--- src/rtl/trng_pkg.sv ---
// Shared definitions for the TRNG sequencing controller: state encoding and
// counter-width helpers.
package trng_pkg;

  typedef logic [2:0] state_t;

  localparam state_t S_IDLE    = 3'd0;
  localparam state_t S_WARMUP  = 3'd1;
  localparam state_t S_COLLECT = 3'd2;
  localparam state_t S_HOLD    = 3'd3;
  localparam state_t S_FAIL    = 3'd4;

  // Bits needed to hold the values 0..n-1, never less than one bit.
  function automatic int cnt_w(input int n);
    return (n <= 2) ? 1 : $clog2(n);
  endfunction

  // Warm-up counter runs 0..cycles-1.
  function automatic int warm_w(input int cycles);
    return cnt_w(cycles);
  endfunction

  // Divider counter runs 0..div-1.
  function automatic int div_w(input int div);
    return cnt_w(div);
  endfunction

  // Bit counter runs 0..width-1.
  function automatic int bit_w(input int width);
    return cnt_w(width);
  endfunction

  // Repetition counter must be able to reach the limit itself.
  function automatic int rep_w(input int limit);
    return cnt_w(limit + 1);
  endfunction

endpackage

--- src/rtl/trng_if.sv ---
// Word delivery channel from the TRNG controller to the bus-side register file.
interface trng_if #(
  parameter int WORD_WIDTH = 32
);
  logic                  word_valid;
  logic                  word_ready;
  logic [WORD_WIDTH-1:0] word_data;

  modport master (output word_valid, output word_data, input word_ready);
  modport slave  (input word_valid, input word_data, output word_ready);
endinterface

--- src/rtl/trng_sync2.sv ---
// Standard two-flop synchronizer cell for a single asynchronous bit.
module trng_sync2 (
  input  logic clk,
  input  logic reset,
  input  logic d,
  output logic q
);
  logic meta;

  // Two-stage capture of the asynchronous input
  always_ff @(posedge clk) begin
    // NOTE: non-blocking assignments make meta and q update together at the
    // edge; blocking ones would collapse the two stages into one.
    if (reset) begin
      meta <= 1'b0;
      q    <= 1'b0;
    end else begin
      meta <= d;
      q    <= meta;
    end
  end
endmodule

--- src/rtl/trng_vn_debias.sv ---
// Von Neumann debiaser: pairs samples, emits the first bit of 01/10 pairs and
// drops 00/11. In raw mode every sample is passed straight through.
module trng_vn_debias (
  input  logic clk,
  input  logic reset,
  input  logic sample_stb,
  input  logic raw_bit,
  input  logic mode,
  input  logic clear,
  output logic accept_stb,
  output logic accept_bit
);
  logic phase;
  logic first_bit;

  // Pair phase and first-of-pair capture
  always_ff @(posedge clk) begin
    if (reset || clear) begin
      phase     <= 1'b0;
      first_bit <= 1'b0;
    end else if (sample_stb && mode) begin
      phase <= ~phase;
      if (!phase) first_bit <= raw_bit;
    end
  end

  // Decide whether the current sample yields an output bit
  always_comb begin
    // NOTE: every output gets a default first so no path leaves it unassigned,
    // which would otherwise infer a latch.
    accept_stb = 1'b0;
    accept_bit = raw_bit;
    if (!mode) begin
      accept_stb = sample_stb;
    end else if (phase) begin
      accept_stb = sample_stb && (raw_bit != first_bit);
      accept_bit = first_bit;
    end
  end
endmodule

--- src/rtl/trng_ctrl.sv ---
// TRNG sequencing controller: warm-up, divided sampling, optional debiasing,
// repetition-count health test and word packing onto a valid/ready channel.
module trng_ctrl
  import trng_pkg::*;
#(
  parameter int WORD_WIDTH    = 32,
  parameter int WARMUP_CYCLES = 256,
  parameter int SAMPLE_DIV    = 4,
  parameter int REP_LIMIT     = 32
) (
  input  logic     clk,
  input  logic     reset,
  input  logic     enable,
  input  logic     debias_en,
  output logic     trng_en,
  input  logic     trng_bit,
  trng_if.master   word_if,
  output logic     health_fail,
  output logic     busy
);
  localparam int WARM_W = warm_w(WARMUP_CYCLES);
  localparam int DIV_W  = div_w(SAMPLE_DIV);
  localparam int BIT_W  = bit_w(WORD_WIDTH);
  localparam int REP_W  = rep_w(REP_LIMIT);

  localparam logic [WARM_W-1:0] WARM_LAST = WARM_W'(WARMUP_CYCLES - 1);
  localparam logic [DIV_W-1:0]  DIV_LAST  = DIV_W'(SAMPLE_DIV - 1);
  localparam logic [BIT_W-1:0]  BIT_LAST  = BIT_W'(WORD_WIDTH - 1);
  localparam logic [REP_W-1:0]  REP_TRIP  = REP_W'(REP_LIMIT);

  state_t                state;
  logic [WARM_W-1:0]     warm_cnt;
  logic [DIV_W-1:0]      div_cnt;
  logic [BIT_W-1:0]      bit_cnt;
  logic [REP_W-1:0]      rep_cnt;
  logic [REP_W-1:0]      run_next;
  logic                  last_raw;
  logic                  mode;
  logic [WORD_WIDTH-1:0] shreg;
  logic                  raw;
  logic                  sample_stb;
  logic                  acc_stb;
  logic                  acc_bit;
  logic                  trip;
  logic                  word_done;

  trng_sync2 u_sync (
    .clk   (clk),
    .reset (reset),
    .d     (trng_bit),
    .q     (raw)
  );

  trng_vn_debias u_debias (
    .clk        (clk),
    .reset      (reset),
    .sample_stb (sample_stb),
    .raw_bit    (raw),
    .mode       (mode),
    .clear      (state != S_COLLECT && state != S_HOLD),
    .accept_stb (acc_stb),
    .accept_bit (acc_bit)
  );

  assign sample_stb = (state == S_COLLECT) && (div_cnt == DIV_LAST);
  assign trip       = sample_stb && (run_next == REP_TRIP);
  assign word_done  = acc_stb && (bit_cnt == BIT_LAST);

  // Run length the repetition test would hold after the current sample
  always_comb begin
    run_next = REP_W'(1);
    if (rep_cnt != '0 && raw == last_raw) run_next = rep_cnt + 1'b1;
  end

  // Sequencer, counters and word shift register
  always_ff @(posedge clk) begin
    if (reset) begin
      state    <= S_IDLE;
      warm_cnt <= '0;
      div_cnt  <= '0;
      bit_cnt  <= '0;
      rep_cnt  <= '0;
      last_raw <= 1'b0;
      mode     <= 1'b0;
      // NOTE: shreg is reset because it drives word_data straight onto the
      // bus; purely internal data storage would not need a reset.
      shreg    <= '0;
    end else begin
      case (state)
        S_IDLE: begin
          shreg <= '0;
          if (enable) begin
            state    <= S_WARMUP;
            mode     <= debias_en;
            warm_cnt <= '0;
            rep_cnt  <= '0;
          end
        end
        S_WARMUP: begin
          if (!enable) begin
            state <= S_IDLE;
          end else if (warm_cnt == WARM_LAST) begin
            state   <= S_COLLECT;
            div_cnt <= '0;
            bit_cnt <= '0;
          end else begin
            warm_cnt <= warm_cnt + 1'b1;
          end
        end
        S_COLLECT: begin
          if (!enable) begin
            state <= S_IDLE;
          end else begin
            div_cnt <= (div_cnt == DIV_LAST) ? '0 : div_cnt + 1'b1;
            if (sample_stb) begin
              last_raw <= raw;
              rep_cnt  <= run_next;
              if (trip) begin
                state <= S_FAIL;
              end else if (acc_stb) begin
                shreg <= {shreg[WORD_WIDTH-2:0], acc_bit};
                if (word_done) begin
                  state   <= S_HOLD;
                  bit_cnt <= '0;
                end else begin
                  bit_cnt <= bit_cnt + 1'b1;
                end
              end
            end
          end
        end
        S_HOLD: begin
          if (!enable) begin
            state <= S_IDLE;
          end else if (word_if.word_ready) begin
            state   <= S_COLLECT;
            div_cnt <= '0;
          end
        end
        S_FAIL: begin
          if (!enable) state <= S_IDLE;
        end
        default: state <= S_IDLE;
      endcase
    end
  end

  assign trng_en            = (state == S_WARMUP) || (state == S_COLLECT) || (state == S_HOLD);
  assign busy               = trng_en;
  assign health_fail        = (state == S_FAIL);
  assign word_if.word_valid = (state == S_HOLD);
  assign word_if.word_data  = shreg;

endmodule

--- src/flat_wrapper.sv ---
// flat-port wrapper written by rule: the top's interface ports become plain ports
module trng_ctrl_flat import trng_pkg::*;
#(
  parameter int WORD_WIDTH    = 32,
  parameter int WARMUP_CYCLES = 256,
  parameter int SAMPLE_DIV    = 4,
  parameter int REP_LIMIT     = 32
)
  (clk, reset, enable, debias_en, trng_en, trng_bit, health_fail, busy, word_if_word_valid, word_if_word_data, word_if_word_ready);
  trng_if #(.WORD_WIDTH(WORD_WIDTH)) word_if_i ();
  input  logic clk;
  input  logic reset;
  input  logic enable;
  input  logic debias_en;
  output logic trng_en;
  input  logic trng_bit;
  output logic health_fail;
  output logic busy;
  output wire logic [$bits(word_if_i.word_valid)-1:0] word_if_word_valid;
  output wire logic [$bits(word_if_i.word_data)-1:0] word_if_word_data;
  input wire logic [$bits(word_if_i.word_ready)-1:0] word_if_word_ready;
  assign word_if_word_valid = word_if_i.word_valid;
  assign word_if_word_data = word_if_i.word_data;
  assign word_if_i.word_ready = word_if_word_ready;
  trng_ctrl #(.WORD_WIDTH(WORD_WIDTH), .WARMUP_CYCLES(WARMUP_CYCLES), .SAMPLE_DIV(SAMPLE_DIV), .REP_LIMIT(REP_LIMIT)) u_core (.clk(clk), .reset(reset), .enable(enable), .debias_en(debias_en), .trng_en(trng_en), .trng_bit(trng_bit), .word_if(word_if_i), .health_fail(health_fail), .busy(busy));
endmodule
--- config.mk ---
export PLATFORM = sky130hd
export DESIGN_NAME = trng_ctrl_flat
export DESIGN_NICKNAME = d
export VERILOG_FILES = /design/src/rtl/trng_pkg.sv /design/src/rtl/trng_if.sv /design/src/rtl/trng_sync2.sv /design/src/rtl/trng_vn_debias.sv /design/src/rtl/trng_ctrl.sv /design/src/flat_wrapper.sv
export SDC_FILE = /design/constraint.sdc
export NUM_CORES = 1
export LEC_CHECK = 0
export ABC_AREA = 1
export CORE_ASPECT_RATIO = 0.9
export CORE_MARGIN = 4
export CORE_UTILIZATION = 40
export DETAILED_ROUTE_END_ITERATION = 12
export GPL_TIMING_DRIVEN = 0
export PLACE_DENSITY_LB_ADDON = 0.3
export SYNTH_ARGS = -nofsm -noshare
export SYNTH_HDL_FRONTEND = slang
export SYNTH_SLANG_ARGS = --single-unit
--- constraint.sdc ---
create_clock -name clk -period 3 [get_ports clk]
set_input_delay 0.45 -clock clk [delete_from_list [all_inputs] [get_ports clk]]
set_output_delay 0.45 -clock clk [all_outputs]
set_load 0.03 [all_outputs]
After elaboration in Yosys (flattened, before gate mapping)
Index checks and enable logic that the tools add are counted.
Widths: inputs -> output; s select.
{"block": "op_classes", "mux": 45, "bitwise_logic": 1, "reduce_logical": 24, "add_sub_neg": 4, "n_eq_ne": 28}
{"cell": "$mux 32", "count": 4}
{"cell": "$pmux 32 s2", "count": 1}
{"cell": "$mux 5", "count": 7}
{"cell": "$mux 3", "count": 11}
{"cell": "$mux 6", "count": 4}
{"cell": "$mux 8", "count": 3}
{"cell": "$pmux 8 s2", "count": 1}
{"cell": "$ne 3x2->1 const B", "count": 5}
{"cell": "$pmux 3 s5", "count": 1}
{"cell": "$ne 2x2->1 const B", "count": 7}
{"cell": "$reduce_and 7->1", "count": 2}
{"cell": "$mux 2", "count": 6}
{"cell": "$pmux 6 s2", "count": 1}
{"cell": "$pmux 5 s2", "count": 1}
{"cell": "$add 8x1->8 const B", "count": 1}
{"cell": "$eq 8x8->1 const B", "count": 1}
{"cell": "$ne 2x1->1 const B", "count": 4}
{"cell": "$ne 4x2->1 const B", "count": 2}
{"cell": "$reduce_and 4->1", "count": 2}
{"cell": "$logic_and 1x1->1", "count": 7}
{"cell": "$add 6x1->6 const B", "count": 1}
{"cell": "$eq 3x2->1 const B", "count": 2}
{"cell": "$eq 6x6->1 const B", "count": 1}
{"cell": "$pmux 2 s3", "count": 1}
{"cell": "19 further kinds", "count": 26}
{"block": "totals", "elab_cells": 114, "ff_bits": 62, "input_bits": 6, "output_inout_bits": 36}

Longest topological paths before layout
Gate-level depths: netlist (run 1).
{"block": "depth", "ltp_word": 12, "depth_mapped": 12, "ltp_nobuf": 11}

By module
From an unflattened synthesis (run 1), not the netlist that was laid out.
{"block": "hier_totals", "cells_unflattened": 442, "hier_area_um2": 3325.7}
{"mod": "trng_ctrl", "seq_area_each_um2": 1161.1, "area_per_inst_um2": 3140.5, "instances": 1, "cells_per_inst": 414}
{"mod": "trng_vn_debias", "seq_area_each_um2": 40.0, "area_per_inst_um2": 130.1, "instances": 1, "cells_per_inst": 22}
{"mod": "trng_sync2", "seq_area_each_um2": 40.0, "area_per_inst_um2": 55.1, "instances": 1, "cells_per_inst": 6}

Worst setup path after synthesis (run 1)
OpenSTA, ideal clock, no wires.
{"block": "synth_path", "path_type": "register to output", "startpoint": "reg u_core.state[0]", "endpoint": "out trng_en", "required_time_ns": 2.550, "path_stages_with_launch": 6, "arrival_time_ns": 1.355, "n_path_buf": 2, "path_slack_ns": 1.195, "path_cell_list": "dfxtp_1 -> inv_1 -> nand3_4 -> clkbuf_1 -> nand2_1 -> buf_4"}
{"block": "synth_between", "elab_chain_len": 3, "elab_cells_between_ends": 5, "classes_between": "eq/ne: 3; reduce/logical: 2"}
{"element": "from (decl)", "line": "trng_ctrl.sv:31", "rtl": "state_t state;"}
{"element": "from (signal assigned)", "line": "trng_ctrl.sv:78", "rtl": "state <= S_IDLE;"}
{"element": "from (signal assigned)", "line": "trng_ctrl.sv:93", "rtl": "state <= S_WARMUP;"}
{"element": "from (signal assigned)", "line": "trng_ctrl.sv:101", "rtl": "state <= S_IDLE;"}
{"element": "$eq 3x1->1 / $eq 3x2->1 (equally long branches)", "line": "trng_ctrl.sv:148", "rtl": "assign trng_en = (state == S_WARMUP) || (state == S_COLLECT) || (state == S_HOLD);"}
{"element": "$logic_or 1x1->1", "line": "trng_ctrl.sv:148"}
{"element": "$logic_or 1x1->1 (*)", "line": "trng_ctrl.sv:148"}
{"element": "to (decl)", "line": "flat_wrapper.sv:15", "rtl": "output logic trng_en;"}
Mark *: on every way between the ends. The rest lies on a longest branch, timed or not.

Worst setup path after layout (run 1)
{"block": "layout_path", "startpoint": "reg u_core.state[2]", "endpoint": "out trng_en"}
Same word-level chain as after synthesis.

==> key figures, run 1 <==
Floorplan
  • # IOs: 42
  • Core area: 0.00762 mm^2
  • Die span in x: 102 um
  • Die Area: 0.00941 mm^2
  • Chip height: 92.4 um
  • Initial Util: 41.6%
  • Site row count: 30

Logic synthesis
  • Top-area cell type share of the netlist area: 39.2%
  • Post-synthesis sequential area ratio: 39.2%
  • Mapped cell area: 0.00317 mm^2
  • Syn Nets: 492
  • Dominant cells by area after synthesis: dfxtp_1, nand2_1, nor2_1, inv_1, o21ai_1
  • Synth warnings: 0
  • Post-synthesis register bit count: 62
  • Synth Instances: 480
  • Syn Area/Cell: 6.60 um^2
  • Distinct cells, synth: 29
  • Post-synth top area cell: dfxtp_1

Power
  • Total power: 0.00243 W
  • Power per cell area: 620 mW/mm^2
  • Part of the power in registers: 38.7%
  • LEAKAGE: 1.57 nW
  • Sw frac: 31.8%
  • Logic pwr share: 27.4%
  • P_sw: 0.000772 W
  • P_int: 0.00165 W
  • VDD IR max: 0.480 mV
  • Clock power frac: 33.9%

Layout
  • Post-Layout Cell Count: 631
  • Final net count: 543
  • Diode count: 0
  • Layout cells sized above 1: 7.29%
  • Reg area: 0.00124 mm^2
  • Area delta synth->final: 23.4%
  • Multi-input logic area: 0.00151 mm^2
  • # fillers: 762
  • Util after Layout: 51.3%

CTS
  • Number of clock sinks: 62
  • Setup bufs post-CTS: 0
  • CTS buffer count: 9
  • Hold Buf Count CTS: 0
  • Clk pin slew, worst setup/hold paths: 0.07 ns
  • Clock buffer depth: 2
  • Worst-Skew Late Latency: 0.34 ns
  • Clock root buffer: clkbuf_8
  • CTS tree: done
  • CTS resizes: 0
  • Htree depth: 3

Global routing
  • Vias in the first global route: 2687
  • Met3 Usage GRT: 4.14%
  • Largest net degree at the start of global routing: 11
  • Met2 usage: 25.5%
  • Initial antenna violation count: 0
  • First-pass GRT wire length: 12100 um
  • Routing usage on met1: 20.3%
  • Overflow left after global routing: 0
  • Layer with the highest usage: met2
  • Tot GR Track Use: 16.0%

Worst setup path
  • Worst setup path class: flop to primary output
  • Worst path required time: 2.55 ns
  • Worst setup SP type: flop
  • RR Startpoint: u_core.rep_cnt[0]$_SDFFE_PP0P_
  • CP endpoint kind: primary output
  • Worst R2R End: u_core.word_if.word_data[13]$_SDFFE_PP0P_
  • Critical Path AT: 2.25 ns
  • R2r setup slk: 1.01 ns
  • Critical path fanouts, max: 10
  • Reg2Reg Depth: 11

Run status
  • Status: completed

Timing
  • Minimum clock period after layout: 2.70 ns
  • Hold Vio Cnt, Final: 0
  • Tightest hold margin: 0.395 ns
  • RSZ-0062 raised after global routing: false
  • Setup_tns: 0 ns
  • Fmax: 0.371 GHz
  • Clk_skew: 0.00717 ns
  • Setup-failing EPs final: 0
  • Slew Viols, Final: 0
  • Post-route clock period utilization: 89.9%
  • Worst-margin pin slew: 0.570 ns
  • Slew HR: 62.0%

Route
  • DRT Pass-1 Iters: 4
  • Post-DRT Antenna Nets: 0
  • Final wirelength: 7230 um
  • Mean number of vias per cell: 4.77
  • Routed length per instance: 11.5 um
  • DRC: 0
  • DRT iter0 DRCs: 202
  • Vias: 3008

Worst hold path
  • Hold path startpoint: u_core.u_sync.meta$_SDFF_PP0_
  • Hold Path Sink: u_core.u_sync.q$_SDFF_PP0_
  • Worst Hold Class: flop to flop
  • Hold Path Cell Cnt: 2

Run
  • Max-cap violations: 0

Placement
  • Port buffer count: 40
  • Gpl congestion: 0.881
  • Post-detail-place hpwl: 5380 um
  • Placed insts: 616
==> layout by cell type (no fill, tap or decap) <==
cell type        Yosys  final
a211oi_1             4      4
a21oi_1             26     26
a21oi_2              1      1
a31oi_1              1      1
buf_2                1      1
buf_4                2      2
buf_6                6      6
bufinv_16            0      2
clkbuf_1             9      9
clkbuf_8             0     11
clkdlybuf4s50_1      0     40
clkinv_2             0      2
dfxtp_1             62     62
ha_1                 6      6
inv_1               74     74
inv_2                4      4
nand2_1            103    103
nand2_2              1      1
nand3_1             12     12
nand3_2              3      3
nand3_4              2      2
nand4_1             11     11
nor2_1              97     97
nor2_2               2      2
nor2_4               1      1
nor3_1               3      3
nor3b_1              3      3
o211a_1              1      1
o21ai_0              9      9
o21ai_1             30     30
o21bai_1             3      3
or2_2                1      1
xor2_1               2      2
==> registers in the layout (all words and copies together), names as in the netlist <==
name and flops:
u_core.word_if.word_data 32, u_core.warm_cnt 8, u_core.rep_cnt 6, u_core.bit_cnt 5, u_core.state 3, u_core.div_cnt 2
u_core.last_raw 1, u_core.mode 1, u_core.u_debias.first_bit 1, u_core.u_debias.phase 1, u_core.u_sync.meta 1, u_core.u_sync.q 1
==> cells by family (layout without fill, tap and decap cells) <==
group	after synthesis	count (layout)	share of synthesized area, %
DFF	62	62	39.2
AOI/OAI and AO/OA	75	75	12.7
xor gates and xnor gates	2	2	0.553
buffers and inverters	96	151	13.1
and+or+nand+nor	239	239	32.1
adders and majority gates	6	6	2.37
==> synth_stat cells <==
cell type and instances:
or2_2 1, nand3_4 2, a21oi_1 26, o21ai_1 30, nand2_1 103, o21ai_0 9, o211a_1 1, ha_1 6
a31oi_1 1, nand2_2 1, nor2_4 1, a211oi_1 4, nor2_1 97, nand3_1 12, dfxtp_1 62, xor2_1 2
clkbuf_1 9, inv_2 4, nor3_1 3, buf_6 6, nor3b_1 3, buf_4 2, nor2_2 2, nand3_2 3
a21oi_2 1, inv_1 74, buf_2 1, nand4_1 11, o21bai_1 3
==> power groups by stage <==
stage / sequential [W] / combinational (W) / clock, W
final: 0.000938 / 0.000665 / 0.000823
after global routing: 0.000948 / 0.000739 / 0.000872
after CTS: 0.000939 / 0.000670 / 0.000847
after detailed placement: 0.000956 / 0.000668 / 0
after global placement: 0.000955 / 0.000660 / 0
after floorplan: 0.00107 / 0.000344 / 0
==> stage by stage <==
| step | worst slack [ns] | area, um^2 |
|---|---|---|
| floorplan | 1.20 | 3170 |
| global placement | 0.526 | 3690 |
| global route | 0.166 | 3910 |
| detailed placement | 0.510 | 3690 |
| finish | 0.304 | 3910 |
| CTS | 0.288 | 3910 |
==> area by class of cell <==
cell class | count | share of cell area [%]
inverters | 78 | 7.49
flip-flops and latches | 62 | 31.7
repair buffers | 40 | 10.2
plain buffers | 18 | 3.10
clock inverters | 4 | 1.79
multi-input cells | 322 | 38.7
well taps | 96 | 3.07
clock buffers | 11 | 3.87
==> per-layer routing <==
metal / wire, um / share of wire [%] / up-vias
met5: 0 / 0 / -
met1: 3450 / 48 / 1370
met3: 221 / 3.1 / 11
li1: - / - / 1591
met4: 137 / 1.9 / 0
met2: 3410 / 47 / 36
==> worst max-delay path by stage <==
stage	startpoint	endpoint	slack, ns
after floorplan	u_core.state[0]$_SDFFE_PP0P_	trng_en	1.20
after global placement	enable	u_core.word_if.word_data[0]$_SDFFE_PP0P_	0.53
after detailed placement	enable	u_core.word_if.word_data[13]$_SDFFE_PP0P_	0.51
after CTS	u_core.state[0]$_SDFFE_PP0P_	trng_en	0.29
after global routing	u_core.state[2]$_SDFFE_PP0P_	trng_en	0.17
final	u_core.state[2]$_SDFFE_PP0P_	trng_en	0.30
==> critical path, cell delays in order, from the launching register on <==
cell and delay (ns):
dfxtp_1 0.38, inv_2 0.09, nand3_4 0.17, clkbuf_1 0.37, nand2_1 0.15, buf_4 0.16, clkdlybuf4s50_1 0.58
Note: power is estimated with default switching activity, not from simulation.
==> run 2, diff against run 1 <==
--- a/config.mk
+++ b/config.mk
@@ -7,7 +7,7 @@
 export LEC_CHECK = 0
 export ABC_AREA = 1
 export CORE_ASPECT_RATIO = 0.9
-export CORE_MARGIN = 4
+export CORE_MARGIN = 2
 export CORE_UTILIZATION = 40
 export DETAILED_ROUTE_END_ITERATION = 12
 export GPL_TIMING_DRIVEN = 0
==> run 2 against run 1 <==
Combinational power hardly changed. Critical path type unchanged. Flip-flop and latch count stayed put. Clock skew is 0.0032 ns higher. Via count is 0.66% lower. Critical endpoint unchanged. Highest routed layer unchanged.
==> key figures, run 2 (synthesized netlist as in run 1, its figures left out) <==
CTS
  • Worst-Skew Late Latency: 0.33 ns (about the same)
  • Htree depth: 3 (unchanged)
  • CTS resizes: 0 (unchanged)
  • Clock buffer depth: 2 (unchanged)
  • Setup bufs post-CTS: 0 (unchanged)
  • CTS tree: done
  • Clock root buffer: clkbuf_8
  • CTS buffer count: 9 (unchanged)
  • Number of clock sinks: 62 (unchanged)
  • Hold Buf Count CTS: 0 (unchanged)
  • Clk pin slew, worst setup/hold paths: 0.07 ns (about the same)

Worst setup path
  • Worst setup SP type: flop
  • Worst R2R End: u_core.word_if.word_data[2]$_SDFFE_PP0P_
  • R2r setup slk: 1.07 ns (+0.06 ns)
  • Crit. Startpoint: u_core.state[0]$_SDFFE_PP0P_
  • Critical Path Stages: 6 (unchanged)
  • Slowest-stage cell, CP: clkdlybuf4s50_1
  • Worst path buffer plus inverter count: 4 (unchanged)
  • RR Startpoint: u_core.rep_cnt[0]$_SDFFE_PP0P_
  • Critical Path AT: 2.24 ns (about the same)
  • Delay-heaviest family, CP: buffers and inverters
  • Critical Path Sink: trng_en
  • Reg2Reg Depth: 11 (unchanged)
  • Cells along the critical path: inv_1 > nand3_4 > clkbuf_1 > nand2_1 > buf_4 > clkdlybuf4s50_1
  • Slowest Stage Delay on Critical Path: 0.58 ns (about the same)
  • CP endpoint kind: primary output
  • Critical path fanouts, max: 10 (unchanged)
  • Worst setup path class: flop to primary output
  • Worst path required time: 2.55 ns (about the same)

Global routing
  • Vias in the first global route: 2695 (+0.30%)
  • Largest net degree at the start of global routing: 11 (unchanged)
  • Overflow left after global routing: 0 (unchanged)
  • Initial antenna violation count: 0 (unchanged)
  • First-pass GRT wire length: 12000 um (-0.97%)
  • Tot GR Track Use: 16.9% (+0.95 points)

Placement
  • Gpl congestion: 0.840 (-4.7%)
  • Pre-CTS setup slack: 0.558 ns (+0.0481 ns)
  • Placed Area: 0.00369 mm^2 (unchanged)
  • Port buffer count: 40 (unchanged)
  • Post-detail-place hpwl: 5180 um (-3.7%)

Timing
  • Fmax: 0.372 GHz (+0.34%)
  • Clk_skew: 0.0104 ns (+0.00319 ns)
  • Worst-margin pin slew: 0.527 ns (-0.0431 ns)
  • Hold Vio Cnt, Final: 0 (unchanged)
  • Post-route clock period utilization: 89.5% (-0.31 points)
  • Slew Viols, Final: 0 (unchanged)
  • Minimum clock period after layout: 2.69 ns (-0.00926 ns)
  • Worst Slack Setup Final: 0.314 ns (+0.00926 ns)
  • RSZ-0062 raised after global routing: false
  • Setup_tns: 0 ns (unchanged)
  • Slew HR: 64.8% (+2.9 points)
  • Setup-failing EPs final: 0 (unchanged)

Power
  • VDD IR max: 0.417 mV (-13%)
  • LEAKAGE: 1.57 nW (unchanged)
  • Power per cell area: 622 mW/mm^2 (+0.21%)

Layout
  • Diode count: 0 (unchanged)
  • Commonest non-fill, non-tap cell in the layout: nand2_1
  • Layout cells sized above 1: 7.29% (unchanged)
  • Max reg flops: 32 (unchanged)
  • Fin area: 0.00391 mm^2 (unchanged)
  • Final net count: 543 (unchanged)
  • Area delta synth->final: 23.4% (unchanged)
  • Util after Layout: 51.3% (unchanged)
  • Most frequent cells in the layout: nand2_1, nor2_1, inv_1

Floorplan
  • Site row count: 30 (unchanged)
  • # IOs: 42 (unchanged)
  • Die Area: 0.00865 mm^2 (-8.1%)
  • Core area: 0.00762 mm^2 (unchanged)
  • Die span in x: 97.8 um (-3.9%)
  • Chip height: 88.4 um (-4.3%)
  • Initial Util: 41.6% (unchanged)

Route
  • Mean number of vias per cell: 4.74 (-0.66%)
  • Final wirelength: 7110 um (-1.6%)
  • Routed length per instance: 11.3 um (-1.6%)
  • DRC: 0 (unchanged)
  • Vias: 2988 (-0.66%)
  • DRT iter0 DRCs: 147 (-27%)
  • Post-DRT Antenna Nets: 0 (unchanged)
  • DRT Pass-1 Iters: 4 (unchanged)

Run status
  • Status: completed

Worst hold path
  • Worst Hold Class: flop to flop

Run
  • Max-cap violations: 0 (unchanged)
[run 2: cell counts in the layout (fill, tap and decap cells not counted)]
No cell type changed its count.
[run 2: worst min path at each step]
stage,cells past startpoint,startpoint,slack [ns],end
2_1_floorplan,2,u_core.u_sync.meta$_SDFF_PP0_,0.39,u_core.u_sync.q$_SDFF_PP0_
3_3_place_gp,2,u_core.u_sync.meta$_SDFF_PP0_,0.39,u_core.u_sync.q$_SDFF_PP0_
3_5_place_dp,2,u_core.u_sync.meta$_SDFF_PP0_,0.39,u_core.u_sync.q$_SDFF_PP0_
4_1_cts,2,u_core.u_sync.meta$_SDFF_PP0_,0.40,u_core.u_sync.q$_SDFF_PP0_
5_1_grt,2,u_core.u_sync.meta$_SDFF_PP0_,0.42,u_core.u_sync.q$_SDFF_PP0_
6_report,2,u_core.u_sync.meta$_SDFF_PP0_,0.39,u_core.u_sync.q$_SDFF_PP0_
[run 2: stage by stage]
step	instances	hold slack [ns]	total power (W)
3_3_place_gp	616	0.390	0.00161
2_1_floorplan	480	0.388	0.00141
3_5_place_dp	616	0.393	0.00162
5_1_grt	631	0.420	0.00256
6_report	631	0.391	0.00243
4_1_cts	631	0.396	0.00245
[run 2: cell type report]
cell class / instances / area, um^2
fillers: 792 / 3710
multi-input cells: 322 / 1510
flip-flops and latches: 62 / 1240
repair buffers: 40 / 400
inverters: 78 / 293
clock buffers: 11 / 151
plain buffers: 18 / 121
well taps: 96 / 120
clock inverters: 4 / 70.1
[run 2: power breakdown]
group	internal (W)	total, W	switching, W
clock	0.000506	0.000825	0.000319
combinational	0.000253	0.000667	0.000414
sequential	0.000896	0.000940	0.0000434
[run 2: tightest hold or removal path, cell delays in order, from the launching register on]
cell and delay, ns:
dfxtp_1 0.29, inv_1 0.04, nor2_1 0.03
[run 2: routing by layer]
layer | vias up | track usage, % | part of all wire [%]
met2 | 63 | 27.7 | 47
met4 | 0 | 6.19 | 1.5
met3 | 6 | 4.58 | 3.9
met5 | - | 0 | 0
li1 | 1592 | - | -
met1 | 1327 | 21.7 | 48
==> run 3, diff against run 2 <==
--- a/config.mk
+++ b/config.mk
@@ -9,6 +9,7 @@
 export CORE_ASPECT_RATIO = 0.9
 export CORE_MARGIN = 2
 export CORE_UTILIZATION = 40
+export CTS_CLUSTER_DIAMETER = 120
 export DETAILED_ROUTE_END_ITERATION = 12
 export GPL_TIMING_DRIVEN = 0
 export PLACE_DENSITY_LB_ADDON = 0.3
==> results of run 3 <==
Same layout as run 2: the final DEF is identical, and so are final timing and power.
